### config.mk
export PLATFORM = sky130hd
export DESIGN_NAME = temp_monitor_system
export DESIGN_NICKNAME = d
export VERILOG_FILES = /design/src/rtl/temp_monitor_pkg.sv /design/src/rtl/seq_divider.sv /design/src/rtl/temp_monitor_system.sv
export SDC_FILE = /design/constraint.sdc
export NUM_CORES = 1
export LEC_CHECK = 0
export ABC_CLOCK_PERIOD_IN_PS = 7800
export CAP_MARGIN = 20
export CORE_AREA = 10 10 139 141
export DETAILED_ROUTE_END_ITERATION = 16
export DIE_AREA = 0 0 149 151
export GPL_ROUTABILITY_DRIVEN = 0
export HOLD_SLACK_MARGIN = 0.03
export PLACE_DENSITY = 0.77
export SYNTH_ARGS = -nofsm -noshare
export SYNTH_HDL_FRONTEND = slang
export SYNTH_SLANG_ARGS = --single-unit
### constraint.sdc
create_clock -name clk -period 7.8 [get_ports clk]
set_clock_uncertainty 0.15 [all_clocks]
set_input_delay 0.78 -clock clk [delete_from_list [all_inputs] [get_ports clk]]
set_output_delay 0.78 -clock clk [all_outputs]
set_load 0.02 [all_outputs]
### src/rtl/temp_monitor_pkg.sv
// Shared configuration, FSM encoding and display helpers for the temperature monitor.
package temp_monitor_pkg;

    localparam int S_NR       = 8;
    localparam int TEMP_WIDTH = 8;
    localparam int T_MIN      = 19;
    localparam int T_MAX      = 26;

    localparam int LED_W = T_MAX - T_MIN + 1;
    localparam int DIV_W = 2 * TEMP_WIDTH;

    typedef enum logic [1:0] {
        IDLE,
        DIVIDE,
        FINISH
    } state_t;

    localparam logic [LED_W-1:0] LED_ALL = '1;

    // Thermometer bar: bit 0 always lit for any average, one more bit per degree above T_MIN.
    function automatic logic [LED_W-1:0] led_encode(input logic [DIV_W-1:0] a);
        logic [LED_W-1:0] bar;
        if (a <= DIV_W'(T_MIN)) begin
            bar = LED_W'(1);
        end else if (a >= DIV_W'(T_MAX)) begin
            bar = LED_ALL;
        end else begin
            // Each degree short of T_MAX drops one bar segment from the top.
            bar = LED_ALL >> (DIV_W'(T_MAX) - a);
        end
        return bar;
    endfunction

    // Endpoints of the comfort window count as in range.
    function automatic logic out_of_range(input logic [DIV_W-1:0] a);
        return (a < DIV_W'(T_MIN)) || (a > DIV_W'(T_MAX));
    endfunction

endpackage

### src/rtl/seq_divider.sv
// DIV_W-bit restoring divider, one quotient bit per clock, MSB first.
// A zero divisor yields an all-ones quotient and a remainder equal to the dividend.
module seq_divider
    import temp_monitor_pkg::*;
(
    input  logic             clk,
    input  logic             rst_n,
    input  logic             go,
    input  logic [DIV_W-1:0] n,
    input  logic [DIV_W-1:0] d,
    output logic             busy,
    output logic             valid,
    output logic [DIV_W-1:0] q,
    output logic [DIV_W-1:0] r
);

    localparam int CNT_W = $clog2(DIV_W);

    logic [DIV_W-1:0] rem_q;
    logic [DIV_W-1:0] quo_q;   // dividend bits shift out the top, quotient bits shift in the bottom
    logic [DIV_W-1:0] den_q;
    logic [CNT_W-1:0] step_q;
    logic             busy_q;
    logic             valid_q;

    logic [DIV_W:0]   rem_shift;
    logic             fits;
    logic [DIV_W-1:0] rem_next;

    // One restoring step: shift in the next dividend bit and subtract when the divisor fits.
    always_comb begin
        // NOTE: every always_comb output gets a value on every path, so no latch is inferred.
        rem_shift = {rem_q, quo_q[DIV_W-1]};
        fits      = rem_shift >= {1'b0, den_q};
        // The true difference is always below den_q, so the low DIV_W bits carry it exactly;
        // with a zero divisor the shifted-out top bit is lost and the dividend accumulates here.
        rem_next  = fits ? (rem_shift[DIV_W-1:0] - den_q) : rem_shift[DIV_W-1:0];
    end

    // Load operands on go, then iterate DIV_W steps and flag the result for one cycle.
    always_ff @(posedge clk) begin
        // NOTE: state registers use non-blocking assignments so every flop samples pre-edge values.
        if (!rst_n) begin
            rem_q   <= '0;
            quo_q   <= '0;
            den_q   <= '0;
            step_q  <= '0;
            busy_q  <= 1'b0;
            valid_q <= 1'b0;
        end else begin
            valid_q <= 1'b0;
            if (busy_q) begin
                rem_q  <= rem_next;
                quo_q  <= {quo_q[DIV_W-2:0], fits};
                step_q <= step_q + 1'b1;
                if (step_q == CNT_W'(DIV_W - 1)) begin
                    busy_q  <= 1'b0;
                    valid_q <= 1'b1;
                end
            end else if (go) begin
                rem_q  <= '0;
                quo_q  <= n;
                den_q  <= d;
                step_q <= '0;
                busy_q <= 1'b1;
            end
        end
    end

    assign busy  = busy_q;
    assign valid = valid_q;
    assign q     = quo_q;
    assign r     = rem_q;

endmodule

### src/rtl/temp_monitor_system.sv
// Multi-sensor temperature monitor: sums and counts the enabled readings, averages them
// with the sequential divider and drives a thermometer LED bar plus an out-of-range alert.
module temp_monitor_system
    import temp_monitor_pkg::*;
(
    input  logic                         clk,
    input  logic                         rst_n,
    input  logic                         start,
    input  logic [S_NR*TEMP_WIDTH-1:0]   temp_value,
    input  logic [S_NR-1:0]              temp_enable,
    output logic                         busy,
    output logic                         done,
    output logic [DIV_W-1:0]             avg_q,
    output logic [DIV_W-1:0]             avg_r,
    output logic [LED_W-1:0]             led_output,
    output logic                         alert
);

    // Configuration guards: the sensor count must fit the reading width and the sum the divider.
    if (S_NR > 2 ** TEMP_WIDTH) begin : g_bad_sensor_count
        $error("temp_monitor_system: S_NR exceeds 2**TEMP_WIDTH");
    end
    if (S_NR * (2 ** TEMP_WIDTH - 1) >= 2 ** DIV_W) begin : g_bad_sum_width
        $error("temp_monitor_system: sensor sum overflows DIV_W");
    end

    state_t           state;
    state_t           state_next;
    logic             accept;
    logic             d_zero;

    logic [DIV_W-1:0] sum;
    logic [DIV_W-1:0] pop;

    logic             div_busy;
    logic             div_valid;
    logic [DIV_W-1:0] div_q;
    logic [DIV_W-1:0] div_r;

    // A new request is taken whenever no division is running, including the done cycle.
    assign accept = start && (state != DIVIDE);

    // Front end: sum and count of the enabled sensors.
    always_comb begin
        sum = '0;
        pop = '0;
        for (int k = 0; k < S_NR; k++) begin
            if (temp_enable[k]) begin
                sum = sum + DIV_W'(temp_value[k*TEMP_WIDTH +: TEMP_WIDTH]);
                pop = pop + DIV_W'(1);
            end
        end
    end

    seq_divider u_divider (
        .clk   (clk),
        .rst_n (rst_n),
        .go    (accept),
        .n     (sum),
        .d     (pop),
        .busy  (div_busy),
        .valid (div_valid),
        .q     (div_q),
        .r     (div_r)
    );

    // State register.
    always_ff @(posedge clk) begin
        if (!rst_n) begin
            state <= IDLE;
        end else begin
            state <= state_next;
        end
    end

    // Next-state logic.
    always_comb begin
        state_next = state;
        case (state)
            IDLE:    if (accept) state_next = DIVIDE;
            DIVIDE: begin
                if (div_valid) begin
                    state_next = FINISH;
                end else if (!div_busy) begin
                    // Divider idle without a result cannot occur in normal operation; drop back.
                    state_next = IDLE;
                end
            end
            FINISH:  state_next = accept ? DIVIDE : IDLE;
            default: state_next = IDLE;
        endcase
    end

    // Output decode from the state.
    always_comb begin
        busy = (state == DIVIDE);
        done = (state == FINISH);
    end

    // Remember whether the accepted request had no sensor enabled.
    always_ff @(posedge clk) begin
        if (!rst_n) begin
            d_zero <= 1'b0;
        end else if (accept) begin
            d_zero <= (pop == '0);
        end
    end

    // Result registers: update exactly once per operation, hold until the next one.
    always_ff @(posedge clk) begin
        if (!rst_n) begin
            avg_q      <= '0;
            avg_r      <= '0;
            led_output <= '0;
            alert      <= 1'b0;
        end else if (state == DIVIDE && div_valid) begin
            if (d_zero) begin
                avg_q      <= '0;
                avg_r      <= '0;
                led_output <= '0;
                alert      <= 1'b1;
            end else begin
                avg_q      <= div_q;
                avg_r      <= div_r;
                led_output <= led_encode(div_q);
                alert      <= out_of_range(div_q);
            end
        end
    end

endmodule

==> flow_summary.ini <==
[clock_tree]
clkTransAtPathRegs_ps = 70
clock_buffer_count_from_cts = 9
maximum_buffer_depth_of_the_clock_tree = 2
tritoncts = built
clock_sinks = 90
worstSkewPairLatency_ps = 340
h-tree-depth = 3
cts_root_buffer = sky130_fd_sc_hd__clkbuf_16

[finish]
layout-drive-gt1-share_pct = 25.2
flow.area_growth_from_synthesis_pct = 43.8
fin_util_pct = 71.9
regArea_sq_um = 1800
most_frequent_cells_in_the_layout = sky130_fd_sc_hd__buf_4 (168), sky130_fd_sc_hd__nor2_1 (126), sky130_fd_sc_hd__clkdlybuf4s50_1 (110)
number_of_fill_cells = 1157
fin_nets = 1484
layout_commonest_cell = sky130_fd_sc_hd__buf_4
final_design_area_no_fill_sq_um = 11800
multiInputGateArea_sq_um = 6730

[die]
initial_utilization_pct = 50.0
floorplan.core_area_sq_um = 16500
top_level_ports = 118
dieWidth_microns = 149
vert_die_dim_microns = 151
row_count = 47
overall_die_area_sq_um = 22500

[synthesis]
synthCells = 1078
synth.area.top_cells = sky130_fd_sc_hd__dfxtp_1 (22%), sky130_fd_sc_hd__ha_1 (11%), sky130_fd_sc_hd__a21oi_1 (6.2%)
yosys_most_used_dff = sky130_fd_sc_hd__dfxtp_1
synth_nets = 1235
post-synth-top-area-fraction_pct = 21.9
synth_warnings = 0
synth_enable_flop_cells = 0
synthesis.area_per_instance_sq_um = 7.64
ys_seq_elements = 90
synth.largest_area_cell = sky130_fd_sc_hd__dfxtp_1
asyncSetResetFlopFracSynth_pct = 0
ys_seq_area_share_pct = 21.9
synth_cell_types = 79
mappedNetlistArea_sq_um = 8240

[pwr]
internal_power_mw = 2.04
leakagePower_nw = 4.87
combinationalPowerShare_pct = 71.5
power.share.clock_pct = 12.0
sequentialPowerShare_pct = 16.5
switchingPower_mw = 1.50
total_power_mw = 3.54
powerDensity_nw_per_um2 = 299
ir_drop_mv = 0.209
switching_portion_of_total_power_pct = 42.3

[sta]
timing.final.max_slew_violations = 0
timing.final.crit_share_pct = 109
rsz0062_at_grt = true
finalSetupViolCount = 8
max_slew_margin_pct = 26.2
finalHoldViolations = 0
fmax_ghz = 0.117
smallest_setup_slack_after_layout_ps = -717
worst_hold_slack_ps = 308
setup_tns_ps = -3800
worst-slew-pin-transition_ps = 1100
finalCriticalPeriod_ps = 8520

[grt]
first_global_vias = 8514
grtUsageTotal_pct = 21.6
gr-total-overflow = 0
grt_pass1_wl_mm = 40.8
grt_start_max_net_pins = 79
antenna_found_initial = 4

[flow_run]
maxCapViolCount = 0

[routing]
wire_per_inst_microns = 17.5
number_of_nets_with_antenna_violations_after_detailed_routing = 0
drt_first_pass_iters = 5
avg_vias_per_cell = 5.80
wirelength_mm = 27.3
vias = 9030
initialDrtViolationCount = 829
post-route-drc-count = 0

[status]
outcome = finished with violations
failed_checks = negative setup slack

[setup_path]
crit_path_start_kind = input port
worst_ep_required_time_ps = 7890
cp.arrival_ps = 8610
critPathMaxFanout = 4
end_kind = flop
worst_path_largest_cell_delay_ps = 390
worstSetupPathType = input port to flop
slowest_stage = sky130_fd_sc_hd__ha_1

[min_path]
timing.hold.worst.class = flop to flop

[placement]
portBuffers = 117
postPlaceCellArea_sq_um = 10600
hpwl_mm = 17.9
## state kept, by name, summed over array words and instances (netlist names)
| register | count |
|---|---|
| u_divider.valid | 1 |
| u_divider.r | 16 |
| avg_q | 16 |
| u_divider.q | 16 |
| avg_r | 16 |
| alert | 1 |
| d_zero | 1 |
| led_output | 8 |
| u_divider.busy | 1 |
| u_divider.den_q | 8 |
| u_divider.step_q | 4 |
| state | 2 |
## routing by layer
layer  wire length (microns)  part of all wire, %  GRT usage (%)
met3                    1470                  5.4           2.74
met2                   13200                   49           36.8
met1                   11300                   42           27.0
met4                    1210                  4.4           8.59
met5                       0                    0              0
## metrics by stage
| step | setup slack [ps] | instances |
|---|---|---|
| after floorplan | -164 | 1078 |
| after global placement | -817 | 1487 |
| after detailed placement | -1000 | 1487 |
| after CTS | -93.7 | 1537 |
| after global routing | -896 | 1556 |
| final | -717 | 1556 |
## worst max-delay path: cells and delay by family
kind	cells	cell delay, ps
compound gates	22	3660
fa+ha+maj	7	2000
mux	3	890
simple gates	7	870
buf+inv	2	240
xor+xnor	1	160
## worst paths after layout
| kind | startpoint | to | slack, ps | depth (start not counted) |
|---|---|---|---|---|
| max | temp_value[1] | u_divider.q[9]$_SDFFE_PN0P_ | -720 | 42 |
| min | u_divider.den_q[5]$_SDFFE_PN0P_ | u_divider.den_q[5]$_SDFFE_PN0P_ | 310 | 2 |
| max reg2reg | u_divider.q[15]$_SDFFE_PN0P_ | u_divider.r[5]$_SDFFE_PN0P_ | 4010 | 13 |
| min reg2reg | u_divider.den_q[5]$_SDFFE_PN0P_ | u_divider.den_q[5]$_SDFFE_PN0P_ | 310 | 2 |
## logic make-up (layout without fill, tap and decap cells)
family          after synthesis  in the layout  synth area share [%]
simple gates                382            382                  22.7
compound gates              311            311                  25.1
buf+inv                     113            367                  5.30
flops                        90             90                  21.9
fa+ha+maj                    82             82                  13.2
xor+xnor                     66             66                  7.34
mux                          34             34                  4.45
other cells                   0              4                     0
## layout make-up
type / count / area share [%]
Antenna cell: 4 / 0.0845
Inverter: 58 / 1.84
Timing Repair Buffer: 293 / 21.2
Clock buffer: 9 / 1.90
Clock inverter: 7 / 0.602
Tap cell: 220 / 2.32
Sequential cell: 90 / 15.2
Multi-Input combinational cell: 875 / 56.8
## repair_timing
action | CTS | global route
gates cloned | 0 | 0
setup buffers | 34 | 15
hold endpoints to repair | 0 | 0
pin swaps | 71 | 49
resized for setup | 76 | 40
hold buffers | 0 | 0
endpoints found under the setup margin | 7 | 9
## Yosys cell counts (all sizes together), types with 5 or more instances
library cell,instances
fa,8
o221ai,5
mux2,21
o21bai,6
xor2,20
a21oi,104
nor2b,17
dfxtp,90
nand2,90
o21a,20
nor4,9
o31ai,6
mux2i,13
nand4,5
ha,74
and3,10
nor3,29
clkbuf,48
nand2b,9
xnor2,46
nand3b,7
a21boi,7
a22oi,12
nor3b,32
o21ai,54
nand3,18
a211oi,20
o211ai,14
and2,9
buf,7
nor2,130
inv,55
a31oi,8
a21o,21
## power groups by stage
stage / sequential (mW) / combinational, mW / clock, mW
2_1_floorplan: 0.553 / 1.50 / 0
3_3_place_gp: 0.591 / 2.02 / 0
3_5_place_dp: 0.592 / 2.07 / 0
4_1_cts: 0.582 / 2.27 / 0.429
5_1_grt: 0.593 / 2.74 / 0.448
6_report: 0.584 / 2.53 / 0.426
No activity file was read; power rests on OpenSTA's default activity.
